**src/rtl/multicycle_control_if.sv**
```systemverilog
// Bundle between the multi-cycle control FSM and the datapath / shared memory port.
// master = control unit side, slave = datapath and memory side.
interface multicycle_control_if #(
  parameter int CNT_W = 32
);
  logic [6:0]       opcode;
  logic             zero;
  logic             mem_ready;
  logic             pc_write;
  logic             pc_src;
  logic             ir_write;
  logic [1:0]       alu_op;
  logic             aluSrc;
  logic             memRead;
  logic             memWrite;
  logic             memToReg;
  logic             regWrite;
  logic             trap;
  logic [1:0]       trap_cause;
  logic [CNT_W-1:0] retired;
  logic [2:0]       state;

  modport master (
    input  opcode, zero, mem_ready,
    output pc_write, pc_src, ir_write, alu_op, aluSrc, memRead, memWrite,
           memToReg, regWrite, trap, trap_cause, retired, state
  );

  modport slave (
    output opcode, zero, mem_ready,
    input  pc_write, pc_src, ir_write, alu_op, aluSrc, memRead, memWrite,
           memToReg, regWrite, trap, trap_cause, retired, state
  );
endinterface

```
**src/rtl/multicycle_control.sv**
```systemverilog
// Multi-cycle RV64-subset control FSM (R-type, LD, SD, BEQ) with retire counter and traps.
// Define MULTICYCLE_ILLEGAL_NOP_EN to retire illegal opcodes as no-ops instead of trapping.
module multicycle_control #(
  parameter int CNT_W       = 32,
  parameter int MEM_TIMEOUT = 16
) (
  input logic                  clk,
  input logic                  rst,
  multicycle_control_if.master bus
);
  localparam logic [2:0] S_FETCH  = 3'd0;
  localparam logic [2:0] S_DECODE = 3'd1;
  localparam logic [2:0] S_EXEC   = 3'd2;
  localparam logic [2:0] S_MEM    = 3'd3;
  localparam logic [2:0] S_WB     = 3'd4;
  localparam logic [2:0] S_TRAP   = 3'd5;

  localparam logic [6:0] OP_R   = 7'b0110011;
  localparam logic [6:0] OP_LD  = 7'b0000011;
  localparam logic [6:0] OP_SD  = 7'b0100011;
  localparam logic [6:0] OP_BEQ = 7'b1100011;

  localparam int TW = (MEM_TIMEOUT > 1) ? $clog2(MEM_TIMEOUT) : 1;

  logic [2:0]       state_q, state_d;
  logic [6:0]       op_q;
  logic [CNT_W-1:0] retired_q;
  logic [1:0]       cause_q, cause_d;
  logic [TW-1:0]    tcnt_q, tcnt_d;
  logic             retire;
  logic             tmo;

  logic             pc_write, pc_src, ir_write, aluSrc, memRead, memWrite;
  logic             memToReg, regWrite, trap;
  logic [1:0]       alu_op, trap_cause;

  function automatic logic is_legal(input logic [6:0] op);
    return (op == OP_R) || (op == OP_LD) || (op == OP_SD) || (op == OP_BEQ);
  endfunction

  // Last allowed wait cycle: a missing handshake here ends in TRAP.
  assign tmo = (tcnt_q == TW'(MEM_TIMEOUT - 1));

  always_ff @(posedge clk) begin
    if (rst) begin
      state_q   <= S_FETCH;
      op_q      <= '0;
      retired_q <= '0;
      cause_q   <= 2'b00;
      tcnt_q    <= '0;
    end else begin
      state_q <= state_d;
      cause_q <= cause_d;
      tcnt_q  <= tcnt_d;
      if (state_q == S_DECODE) op_q <= bus.opcode;
      if (retire) retired_q <= retired_q + CNT_W'(1);
    end
  end

  always_comb begin
    state_d = state_q;
    cause_d = cause_q;
    retire  = 1'b0;
    case (state_q)
      S_FETCH: begin
        if (bus.mem_ready) state_d = S_DECODE;
        else if (tmo) begin
          state_d = S_TRAP;
          cause_d = 2'b10;
        end
      end
      S_DECODE: begin
        if (is_legal(bus.opcode)) state_d = S_EXEC;
        else begin
`ifdef MULTICYCLE_ILLEGAL_NOP_EN
          state_d = S_WB;
`else
          state_d = S_TRAP;
          cause_d = 2'b01;
`endif
        end
      end
      S_EXEC: begin
        case (op_q)
          OP_R:         state_d = S_WB;
          OP_LD, OP_SD: state_d = S_MEM;
          default: begin
            state_d = S_FETCH;
            retire  = 1'b1;
          end
        endcase
      end
      S_MEM: begin
        if (bus.mem_ready) begin
          if (op_q == OP_SD) begin
            state_d = S_FETCH;
            retire  = 1'b1;
          end else state_d = S_WB;
        end else if (tmo) begin
          state_d = S_TRAP;
          cause_d = 2'b10;
        end
      end
      S_WB: begin
        state_d = S_FETCH;
        retire  = 1'b1;
      end
      S_TRAP:  state_d = S_TRAP;
      default: begin
        state_d = S_TRAP;
        cause_d = 2'b01;
      end
    endcase

    if (state_d != state_q) tcnt_d = '0;
    else if (((state_q == S_FETCH) || (state_q == S_MEM)) && !bus.mem_ready)
      tcnt_d = tcnt_q + TW'(1);
    else tcnt_d = tcnt_q;
  end

  // Reset forces every control output low, dropping any in-flight memory request.
  always_comb begin
    pc_write   = 1'b0;
    pc_src     = 1'b0;
    ir_write   = 1'b0;
    alu_op     = 2'b00;
    aluSrc     = 1'b0;
    memRead    = 1'b0;
    memWrite   = 1'b0;
    memToReg   = 1'b0;
    regWrite   = 1'b0;
    trap       = 1'b0;
    trap_cause = 2'b00;
    if (!rst) begin
      trap_cause = cause_q;
      case (state_q)
        S_FETCH: begin
          memRead  = 1'b1;
          ir_write = bus.mem_ready;
        end
        S_EXEC: begin
          case (op_q)
            OP_R:         alu_op = 2'b10;
            OP_LD, OP_SD: aluSrc = 1'b1;
            default: begin
              alu_op   = 2'b01;
              pc_write = 1'b1;
              pc_src   = bus.zero;
            end
          endcase
        end
        S_MEM: begin
          if (op_q == OP_SD) begin
            memWrite = 1'b1;
            pc_write = bus.mem_ready;
          end else memRead = 1'b1;
        end
        S_WB: begin
          regWrite = (op_q == OP_R) || (op_q == OP_LD);
          memToReg = (op_q == OP_LD);
          pc_write = 1'b1;
        end
        S_TRAP:  trap = 1'b1;
        default: ;
      endcase
    end
  end

  assign bus.pc_write   = pc_write;
  assign bus.pc_src     = pc_src;
  assign bus.ir_write   = ir_write;
  assign bus.alu_op     = alu_op;
  assign bus.aluSrc     = aluSrc;
  assign bus.memRead    = memRead;
  assign bus.memWrite   = memWrite;
  assign bus.memToReg   = memToReg;
  assign bus.regWrite   = regWrite;
  assign bus.trap       = trap;
  assign bus.trap_cause = trap_cause;
  assign bus.retired    = retired_q;
  assign bus.state      = state_q;
endmodule

```
**src/flat_wrapper.sv**
```systemverilog
// flat-port wrapper written by rule: the top's interface ports become plain ports
module multicycle_control_flat 
#(
  parameter int CNT_W       = 32,
  parameter int MEM_TIMEOUT = 16
)
  (clk, rst, bus_opcode, bus_zero, bus_mem_ready, bus_pc_write, bus_pc_src, bus_ir_write, bus_alu_op, bus_aluSrc, bus_memRead, bus_memWrite, bus_memToReg, bus_regWrite, bus_trap, bus_trap_cause, bus_retired, bus_state);
  multicycle_control_if #(.CNT_W(CNT_W)) bus_i ();
  input logic clk;
  input logic rst;
  input wire logic [$bits(bus_i.opcode)-1:0] bus_opcode;
  input wire logic [$bits(bus_i.zero)-1:0] bus_zero;
  input wire logic [$bits(bus_i.mem_ready)-1:0] bus_mem_ready;
  output wire logic [$bits(bus_i.pc_write)-1:0] bus_pc_write;
  output wire logic [$bits(bus_i.pc_src)-1:0] bus_pc_src;
  output wire logic [$bits(bus_i.ir_write)-1:0] bus_ir_write;
  output wire logic [$bits(bus_i.alu_op)-1:0] bus_alu_op;
  output wire logic [$bits(bus_i.aluSrc)-1:0] bus_aluSrc;
  output wire logic [$bits(bus_i.memRead)-1:0] bus_memRead;
  output wire logic [$bits(bus_i.memWrite)-1:0] bus_memWrite;
  output wire logic [$bits(bus_i.memToReg)-1:0] bus_memToReg;
  output wire logic [$bits(bus_i.regWrite)-1:0] bus_regWrite;
  output wire logic [$bits(bus_i.trap)-1:0] bus_trap;
  output wire logic [$bits(bus_i.trap_cause)-1:0] bus_trap_cause;
  output wire logic [$bits(bus_i.retired)-1:0] bus_retired;
  output wire logic [$bits(bus_i.state)-1:0] bus_state;
  assign bus_i.opcode = bus_opcode;
  assign bus_i.zero = bus_zero;
  assign bus_i.mem_ready = bus_mem_ready;
  assign bus_pc_write = bus_i.pc_write;
  assign bus_pc_src = bus_i.pc_src;
  assign bus_ir_write = bus_i.ir_write;
  assign bus_alu_op = bus_i.alu_op;
  assign bus_aluSrc = bus_i.aluSrc;
  assign bus_memRead = bus_i.memRead;
  assign bus_memWrite = bus_i.memWrite;
  assign bus_memToReg = bus_i.memToReg;
  assign bus_regWrite = bus_i.regWrite;
  assign bus_trap = bus_i.trap;
  assign bus_trap_cause = bus_i.trap_cause;
  assign bus_retired = bus_i.retired;
  assign bus_state = bus_i.state;
  multicycle_control #(.CNT_W(CNT_W), .MEM_TIMEOUT(MEM_TIMEOUT)) u_core (.clk(clk), .rst(rst), .bus(bus_i));
endmodule
```
**config.mk**
```make
export PLATFORM = sky130hd
export DESIGN_NAME = multicycle_control_flat
export DESIGN_NICKNAME = d
export VERILOG_FILES = /design/src/rtl/multicycle_control_if.sv /design/src/rtl/multicycle_control.sv /design/src/flat_wrapper.sv
export SDC_FILE = /design/constraint.sdc
export NUM_CORES = 1
export LEC_CHECK = 0
export CAP_MARGIN = 30
export CORE_UTILIZATION = 50
export CTS_CLUSTER_SIZE = 20
export DETAILED_ROUTE_END_ITERATION = 10
export PLACE_DENSITY = 0.77
export SYNTH_ARGS = -nofsm -noshare
export SYNTH_HDL_FRONTEND = slang
export SYNTH_SLANG_ARGS = --single-unit
```
**constraint.sdc**
```tcl
create_clock -name clk -period 2.4 [get_ports clk]
set_input_delay 0.48 -clock clk [delete_from_list [all_inputs] [get_ports clk]]
set_output_delay 0.48 -clock clk [all_outputs]
set_load 0.01 [all_outputs]
```
After elaboration in Yosys (flattened, before gate mapping)
Cells that the tools add are included.
{ "op_classes": {"order_cmp": 0, "n_addsub": 2, "n_reduce_logical": 14, "n_bitwise": 1, "n_shift": 0, "div": 0, "muxes": 41, "n_mul": 0, "n_eq_ne": 17} }
{ "ops": {"columns": ["op", "n"], "rows": [
  ["32-bit by 1-bit adder with 32-bit output (second input constant)", 1],
  ["7-bit by 6-bit == test with 1-bit output (second input constant)", 4],
  ["1-bit 2-to-1 mux", 23],
  ["3-bit 2-to-1 mux", 5],
  ["3-bit one-hot mux with 5 select lines", 1],
  ["7-bit by 2-bit == test with 1-bit output (second input constant)", 2],
  ["2-bit 2-to-1 mux", 6],
  ["7-bit == test (second input constant)", 1],
  ["3-bit by 2-bit == test with 1-bit output (second input constant)", 2],
  ["3-bit == test (second input constant)", 2],
  ["1-bit one-hot mux with 3 select lines", 2],
  ["2-bit one-hot mux with 3 select lines", 1],
  ["3-bit one-hot mux with 2 select lines", 1],
  ["2-bit OR reduction", 3],
  ["3-bit OR reduction", 2],
  ["1-bit logical OR", 5],
  ["4-bit by 1-bit adder with 4-bit output (second input constant)", 1],
  ["4-bit == test (second input constant)", 1],
  ["2-bit != test (second input constant)", 2],
  ["2-bit one-hot mux with 2 select lines", 1],
  ["4-bit AND reduction", 1],
  ["3-bit by 1-bit == test with 1-bit output (second input constant)", 1],
  ["3-bit zero test", 1],
  ["3-bit != test", 1],
  ["5 further kinds", 5]
]} }
{ "word_totals": {"output_inout_bits": 48, "rom_bits": 0, "ff_bits": 48, "elab_cells": 80, "memories": 0, "ram_bits": 0, "latchBits": 0, "inputBits": 11} }

Logic depth before layout (Yosys ltp)
Gate-level depths: netlist of run 1.
{ "logic_depth": {"ltp_word": 8, "ltp_mapped": 7, "depth_no_buf": 6} }

Worst setup path before layout of run 1
OpenSTA, ideal clock, no wires.
{ "synth_timing": {"kind": "reg-to-output", "from": "register u_core.state_q[2] (netlist: u_core.bus.state[2])", "to": "output port bus_regWrite", "arrival_ps": 1710, "path_slack_ps": 210, "t_required_ps": 1920, "path_stages_with_launch": 5, "cell_sequence": "dfxtp_1 buf_2 clkbuf_1 or3b_2 nor4_1"} }
{ "synth_between": {"elab_chain_cells": 3} }
{ "synth_rtl": {"columns": ["item", "line_no", "source"], "rows": [
  ["start, declared", "multicycle_control.sv:25", "logic [2:0] state_q, state_d;"],
  ["start signal, assigned", "multicycle_control.sv:52", "state_q <= state_d;"],
  ["3-bit == test", "multicycle_control.sv:136", "case (state_q)"],
  ["1-bit 2-to-1 mux", "multicycle_control.sv:136", null],
  ["1-bit 2-to-1 mux", "multicycle_control.sv:134", "if (!rst) begin"],
  ["end, declared", "flat_wrapper.sv:22", "output wire logic [$bits(bus_i.regWrite)-1:0] bus_regWrite;"]
]} }
Every way passes these cells.

Worst setup path after layout of run 1
{ "layout_timing": {"from": "register u_core.op_q[2]", "to": "output port bus_memRead"} }
{ "layout_between": {"elab_chain_cells": 4} }
{ "layout_rtl": {"columns": ["item", "line_no", "source"], "rows": [
  ["start, declared", "multicycle_control.sv:26", "logic [6:0] op_q;"],
  ["start signal, assigned", "multicycle_control.sv:55", "if (state_q == S_DECODE) op_q <= bus.opcode;"],
  ["7-bit by 6-bit == test with 1-bit output", "multicycle_control.sv:153", "if (op_q == OP_SD) begin"],
  ["1-bit 2-to-1 mux", "multicycle_control.sv:153", null],
  ["1-bit one-hot mux with 2 select lines", "multicycle_control.sv:136", null],
  ["1-bit 2-to-1 mux", "multicycle_control.sv:134", null],
  ["end, declared", "flat_wrapper.sv:19", "output wire logic [$bits(bus_i.memRead)-1:0] bus_memRead;"]
]} }
Every way passes these cells.

==> metrics.cfg, run 1 <==
[timing]
max_freq_mhz = 434
period_share = 0.961
rsz0062_at_grt = no
fin_skew_ps = 9.66
worst_slew_pin_slew_ps = 436
slew_violations = 0
fin_crit_ps = 2310
hold_viol = 0
relSlewSlack = 0.706
setup_viol = 0

[power_and_ir_drop]
ir_drop_mv = 0.332
swShare = 0.247
pwr-share-comb = 0.118
p_total_mw = 1.62
switchingPower_mw = 0.399
powerDensity_nw_per_um2 = 461
seq_power_share = 0.514
power.leakage_nw = 1.24
power.share.clock = 0.368
p_int_mw = 1.22

[floorplan]
start_util = 0.529
top_level_ports = 59
die_y_um = 73.4
num_rows = 25
die_width_um = 73.4
die-area_um2 = 5390
placeableCoreArea_um2 = 4820

[logic_synthesis]
synth-edff-count = 0
synth_cells = 314
netlist-cell-type-count = 44
ys_warn_count = 0
ys_dominant_reg_cell = dfxtp_1
synth_top_area_cell = dfxtp_1
synth_top_area_share = 0.377
synth_seq_cells = 48
synth_most_common_cell = dfxtp_1
netlist_area_um2 = 2550
ys_async_sr_fraction = 0
synth_nets = 327
ys_top_cells_by_count = 48 x dfxtp_1, 35 x a21oi_1, 23 x nor2_1, 23 x o21ai_0, 21 x nand2_1
seq_area_frac_synth = 0.377
avgSynthCellArea_um2 = 8.12
synthTopCellsByArea = dfxtp_1 38%, a21oi_1 6.9%, or3_1 4.9%

[clocking]
cts_buffers = 5
holdBufCountCts = 0
h-tree-depth = 2
post_cts_buffers = 0
cts_tree = built
cts_buffer_depth = 2
clkLatencyLatePin_ps = 310
clock_sinks = 48
cts_root_buffer = clkbuf_8
clk_transition_reported_paths_ps = 80

[cells_and_area]
n_antenna_cell = 0
layout-drive-gt1-share = 0.150
area_delta_synth_final_pct = 37.4
finalCoreUtilization = 0.727
fin_nets = 405

[setup_path]
crit_required_ps = 1920
crit_arrival_ps = 1830
criticalPathCategory = flip-flop to output port
r2r-start = u_core.bus.state[1]
start_kind = flip-flop
crit_start = u_core.op_q[2]
endpoint_kind = output port
crit_fanout = 5

[drt]
wl_um = 6240
antenna_left = 0
vias = 2604
drt_first_pass_iters = 4
via_per_inst = 5.66
drc_errors = 0
wl_per_cell_um = 13.6
drt_iter0_markers = 231

[status]
status = finished clean

[min_path]
hp-start = u_core.bus.retired[31]
hold_path_class = flip-flop to flip-flop

[grt]
grt_max_degree = 33
grt_usage = 0.238
grt_pass1_wl_um = 10100
first_global_vias = 2289
gr-total-overflow = 0
antenna_found_initial = 0

[placed_design]
dp_hpwl_um = 4470
numPortBuffers = 58
routabilityCongestion = 0.817

[flow_run]
cap_violations = 0

==> sequential cells by signal (all words and copies together) (netlist names) <==
signal,flops
u_core.bus.retired,32
u_core.bus.state,3
u_core.cause_q,2
u_core.tcnt_q,4
u_core.op_q,7
==> critical path: stages, from the launching register on <==
cell           delay [ps]
dfxtp_1               370
and4bb_2              270
nand2_1               190
nor2_2                 70
a21o_1                180
a21boi_0              160
dlygate4sd2_1         290
==> repair_timing <==
action                     4_1_cts  5_1_grt
setup endpoints to repair       11        7
gates resized for setup         14        8
pin swaps                        0        0
==> final cells by class <==
cell class | count | area (um^2)
fill | 408 | 1320
inverter | 10 | 41.3
multi-input combinational | 240 | 1510
tap | 67 | 83.8
sequential | 48 | 963
timing repair buffer | 87 | 792
clock buffer | 6 | 72.6
clock inverter | 2 | 35.0
==> layer usage <==
metal	up-vias	wire length, um	track usage
li1	1325	-	-
met4	0	106	0.0919
met1	1201	2820	0.296
met3	11	240	0.0453
met5	-	0	0
met2	67	3070	0.407
==> power by group through the flow <==
stage / sequential (mW) / clock [mW] / combinational, mW
2_1_floorplan: 0.843 / 0 / 0.110
3_3_place_gp: 0.847 / 0 / 0.186
3_5_place_dp: 0.847 / 0 / 0.188
4_1_cts: 0.830 / 0.599 / 0.191
5_1_grt: 0.833 / 0.632 / 0.206
6_report: 0.830 / 0.594 / 0.191
==> through the flow <==
stage	setup TNS [ps]	cells	area, um^2	hold slack [ps]	setup slack (ps)
final	0	460	3500	486	94.5
after global placement	-1240	452	3360	461	-221
after global routing	0	460	3500	510	11.8
after floorplan	0	314	2550	456	210
after detailed placement	-2290	452	3360	474	-269
after CTS	0	460	3490	488	1.50
==> cells by family after synthesis <==
group                    after synthesis  synth area share
XOR/XNOR                               8            0.0275
flip-flops                            48             0.377
buffers and inverters                 26            0.0393
adder cells (fa/ha/maj)                2           0.00982
AO/OA/AOI/OAI                         84             0.203
multiplexers                           9            0.0358
AND/OR/NAND/NOR                      137             0.308
==> worst paths after layout <==
kind | slack, ps | cells after the start | to
worst max-delay path | 90 | 6 | bus_memRead
worst min-delay path | 490 | 2 | u_core.bus.retired[31]
worst max register to register | 180 | 8 | u_core.bus.retired[10]
worst min register to register | 490 | 2 | u_core.bus.retired[31]
==> cells in the final DEF, fill, tap and decap left out, types with 5 or more instances in the layout <==
master           instances
clkdlybuf4s50_1         47
dfxtp_1                 46
a21oi_1                 34
buf_4                   29
o21ai_0                 23
nor2_1                  21
nand2_1                 21
or3_1                   20
o31ai_1                 11
nand4_1                 10
inv_1                    9
nand3_1                  9
or4_1                    9
mux2i_1                  8
nor3_1                   7
nor4_1                   5
clkbuf_8                 5
dlygate4sd2_1            5
Note: power is estimated with default switching activity, not from simulation.
==> run 2, diff against run 1 <==
--- a/config.mk
+++ b/config.mk
@@ -6,10 +6,10 @@
 export NUM_CORES = 1
 export LEC_CHECK = 0
 export CAP_MARGIN = 30
-export CORE_UTILIZATION = 50
+export CORE_UTILIZATION = 45
 export CTS_CLUSTER_SIZE = 20
 export DETAILED_ROUTE_END_ITERATION = 10
-export PLACE_DENSITY = 0.77
+export PLACE_DENSITY = 0.7
 export SYNTH_ARGS = -nofsm -noshare
 export SYNTH_HDL_FRONTEND = slang
 export SYNTH_SLANG_ARGS = --single-unit
==> metrics.cfg, run 2 (same netlist as run 1, synthesis figures left out) <==
[status]
status = finished clean

[floorplan]
num_rows = 27
top_level_ports = 59
die-area_um2 = 5970
placeableCoreArea_um2 = 5470
die_width_um = 77.3
start_util = 0.466
die_y_um = 77.3

[timing]
period_share = 0.958
setup_viol = 0
worst_slew_pin_slew_ps = 450
relSlewSlack = 0.700
holdWs_ps = 490
hold_viol = 0
max_freq_mhz = 435
tns_ps = 0
rsz0062_at_grt = no
fin_crit_ps = 2300
fin_skew_ps = 3.17
fin_ws_ps = 101
slew_violations = 0

[power_and_ir_drop]
p_int_mw = 1.22
power.leakage_nw = 1.24
ir_drop_mv = 0.365
switchingPower_mw = 0.387
pwr-share-comb = 0.117
seq_power_share = 0.518
p_total_mw = 1.60
powerDensity_nw_per_um2 = 455
power.share.clock = 0.365
swShare = 0.241

[clocking]
cts_buffer_depth = 2
post_cts_buffers = 0
clock_sinks = 48
cts_buffers = 5
cts_tree = built
cts_root_buffer = clkbuf_8
h-tree-depth = 2
clkLatencyLatePin_ps = 300
clk_transition_reported_paths_ps = 90

[placed_design]
place_ws_ps = -196
placed_area_um2 = 3380
dp.cells = 458
routabilityCongestion = 0.806
dp_hpwl_um = 4500
numPortBuffers = 58

[setup_path]
criticalPathCategory = primary input to output port
crit_required_ps = 1920
crit_fanout = 2
rrSetupSlack_ps = 160
endpoint_kind = output port
start_kind = primary input
crit_arrival_ps = 1820
max_stage_delay_ps = 430
cp_slowest_cell = clkdlybuf4s50_1
crit_chain = clkdlybuf4s50_1 > nor2b_2 > and4bb_2 > nor3_4 > nor2_1 > dlygate4sd2_1

[cells_and_area]
largest_reg_flops = 32
final_common_cell = clkdlybuf4s50_1
area_delta_synth_final_pct = 38.3
final_cells = 466
n_antenna_cell = 0
fin_nets = 406
design_area_um2 = 3530
mostFrequentLayoutCells = 47 x clkdlybuf4s50_1, 46 x dfxtp_1, 34 x a21oi_1, 30 x buf_4
filler_cell_count = 490
layout-drive-gt1-share = 0.147
finalCoreUtilization = 0.644

[grt]
first_global_vias = 2386
antenna_found_initial = 0
gr-total-overflow = 0
grt_pass1_wl_um = 10400
grt_usage = 0.212
grt_max_degree = 39

[drt]
antenna_left = 0
wl_um = 6050
drt_iter0_markers = 169
wl_per_cell_um = 13.0
drt_first_pass_iters = 4
vias = 2636
via_per_inst = 5.66
drc_errors = 0

[min_path]
hold_path_class = flip-flop to flip-flop

[flow_run]
cap_violations = 0

[run 2: path summary, 6_finish.rpt]
kind,startpoint,to,cells after the start
setup / recovery,bus_mem_ready,bus_pc_write,6
hold / removal,u_core.bus.retired[31],u_core.bus.retired[31],2
setup reg to reg,u_core.bus.state[1],u_core.bus.retired[24],7
hold reg to reg,u_core.bus.retired[31],u_core.bus.retired[31],2
[run 2: timing repair]
action	4_1_cts	5_1_grt
endpoints found under the setup margin	11	6
gates cloned	0	0
hold buffers	0	0
resized for setup	13	9
[run 2: layout make-up]
class	count	area [um^2]	share of cell area
tap	72	90.1	0.0256
multi-input combinational	240	1530	0.434
timing repair buffer	88	796	0.226
clock buffer	6	72.6	0.0206
sequential	48	966	0.274
clock inverter	2	35.0	0.00994
inverter	10	37.5	0.0106
[run 2: critical path: cells and delay by family]
kind	cells	cell delay, ps
buffers and inverters	2	720
and+or+nand+nor	4	620
[run 2: routing by layer]
| metal | routed length, um | GRT usage |
|---|---|---|
| met5 | 0 | 0 |
| met2 | 3030 | 0.394 |
| met1 | 2740 | 0.246 |
| met3 | 221 | 0.0429 |
| met4 | 62 | 0.0509 |
[run 2: power by group through the flow]
stage	Sequential [mW]	Combinational, mW	Clock, mW
after global placement	0.848	0.186	0
final	0.831	0.187	0.585
after CTS	0.831	0.186	0.602
after global routing	0.834	0.205	0.631
after floorplan	0.843	0.110	0
after detailed placement	0.849	0.186	0
==> run 3, diff against run 2 <==
--- a/config.mk
+++ b/config.mk
@@ -9,7 +9,7 @@
 export CORE_UTILIZATION = 45
 export CTS_CLUSTER_SIZE = 20
 export DETAILED_ROUTE_END_ITERATION = 10
-export PLACE_DENSITY = 0.7
+export PLACE_DENSITY = 0.73
 export SYNTH_ARGS = -nofsm -noshare
 export SYNTH_HDL_FRONTEND = slang
 export SYNTH_SLANG_ARGS = --single-unit
==> constraint.sdc (replaced) <==
create_clock -name clk -period 2 [get_ports clk]
set_input_delay 0.4 -clock clk [delete_from_list [all_inputs] [get_ports clk]]
set_output_delay 0.4 -clock clk [all_outputs]
set_load 0.1 [all_outputs]
==> metrics.cfg, run 3 (same netlist as run 1, synthesis figures left out) <==
[status]
status = complete, but fails checks
violations = negative setup slack

[clocking]
cts_buffer_depth = 2
holdBufCountCts = 0
cts_root_buffer = clkbuf_8
cts_buffers = 5
cts_tree = built
clkLatencyLatePin_ps = 310
h-tree-depth = 2
clk_transition_reported_paths_ps = 100
clock_sinks = 48

[power_and_ir_drop]
powerDensity_nw_per_um2 = 519
ir_drop_mv = 0.440
power.leakage_nw = 1.60
p_total_mw = 2.29

[drt]
vias = 2884
wl_per_cell_um = 16.8
wl_um = 8410
drc_errors = 0
via_per_inst = 5.78
drt_first_pass_iters = 4
drt_iter0_markers = 222
antenna_left = 0

[floorplan]
start_util = 0.466
die_width_um = 77.3
num_rows = 27
placeableCoreArea_um2 = 5470
top_level_ports = 59
die_y_um = 77.3
die-area_um2 = 5970

[setup_path]
crit_required_ps = 1600
crit_fanout = 7
critical_path_buf_inv_count = 3
endpoint_kind = output port
criticalPathCategory = flip-flop to output port
cp_slowest_cell = dfxtp_4
cp_top_family = simple AND/OR/NAND/NOR gates
crit_chain = buf_8 > nand3b_1 > and4bb_4 > buf_6 > nor3_4 > nor2_4 > buf_12
max_stage_delay_ps = 360
crit_arrival_ps = 1820
start_kind = flip-flop

[grt]
first_global_vias = 2605
grt_pass1_wl_um = 12800
grt_usage = 0.271
antenna_found_initial = 0
grt_max_degree = 31
gr-total-overflow = 0

[timing]
slew_violations = 0
relSlewSlack = 0.638
rsz0062_at_grt = yes
setup_viol = 36
period_share = 1.11
fin_crit_ps = 2220
tns_ps = -3190
hold_viol = 0
max_freq_mhz = 450
fin_skew_ps = 15.4
fin_ws_ps = -223
worst_slew_pin_slew_ps = 541

[cells_and_area]
area_delta_synth_final_pct = 73.0
layout-drive-gt1-share = 0.482
design_area_um2 = 4410
finalCoreUtilization = 0.806
fin_nets = 439
final_common_cell = buf_4
mostFrequentLayoutCells = 70 x buf_4, 27 x a21oi_1, 21 x buf_6
n_antenna_cell = 0
largest_reg_flops = 32

[min_path]
hold_path_class = flip-flop to flip-flop

[placed_design]
placed_area_um2 = 3860
place_ws_ps = -386
routabilityCongestion = 0.801
numPortBuffers = 58
dp_hpwl_um = 5400

[flow_run]
cap_violations = 0

==> run 3: changes by cell type in the layout (fill, tap and decap cells not counted), moves of 6 or more <==
| cell | before | now |
|---|---|---|
| dfxtp_1 | 46 | 17 |
| dfxtp_2 | 1 | 14 |
| a21oi_2 | 1 | 7 |
| buf_12 | 0 | 18 |
| buf_4 | 30 | 70 |
| nor2_1 | 23 | 17 |
| buf_6 | 0 | 21 |
| dfxtp_4 | 1 | 17 |
| a21oi_1 | 34 | 27 |
| dlygate4sd2_1 | 8 | 1 |
| clkdlybuf4s50_1 | 47 | 8 |
==> run 3: where the power goes <==
group | internal [mW] | total [mW] | switching [mW]
Sequential | 0.956 | 0.974 | 0.0183
Combinational | 0.191 | 0.457 | 0.266
Clock | 0.504 | 0.855 | 0.352
==> run 3: what timing repair did <==
item | 4_1_cts | 5_1_grt
cloned | 0 | 1
gates resized for setup | 23 | 41
hold endpoints to repair | 0 | 0
endpoints found under the setup margin | 27 | 49
pin swaps | 14 | 12
setup buffers | 17 | 5
==> run 3: cell type report <==
type	instances	area [um^2]
clock buffer	5	68.8
clock inverter	3	68.8
fill	342	1060
inverter	10	41.3
multi-input combinational	241	1870
sequential	48	1040
tap	72	90.1
timing repair buffer	120	1230
==> run 3: per-layer routing <==
layer | part of all wire | track usage
met5 | 0 | 0
met4 | 0.016 | 0.0943
met3 | 0.046 | 0.0381
met2 | 0.49 | 0.435
met1 | 0.45 | 0.369
==> run 3: through the flow <==
| stage | hold WS [ps] | cells |
|---|---|---|
| 6_report | 492 | 499 |
| 3_5_place_dp | 482 | 469 |
| 3_3_place_gp | 467 | 469 |
| 4_1_cts | 496 | 494 |
| 5_1_grt | 523 | 499 |
| 2_1_floorplan | 465 | 314 |
==> run 3: worst reg2reg max path: stages (launching register included) <==
cell and delay (ps):
dfxtp_4 360, or3b_4 420, a31oi_4 230, buf_6 170, buf_6 100, o31ai_4 110, buf_6 160, or4_4 470
a21oi_2 140
==> run 3: final timing paths <==
| check | to | from | cells after the start | slack (ps) |
|---|---|---|---|---|
| min reg2reg | u_core.bus.retired[12] | u_core.bus.retired[12] | 2 | 490 |
| min | u_core.bus.retired[12] | u_core.bus.retired[12] | 2 | 490 |
| max | bus_pc_write | u_core.bus.state[0] | 7 | -220 |
| max reg2reg | u_core.bus.retired[11] | u_core.bus.state[2] | 8 | -220 |
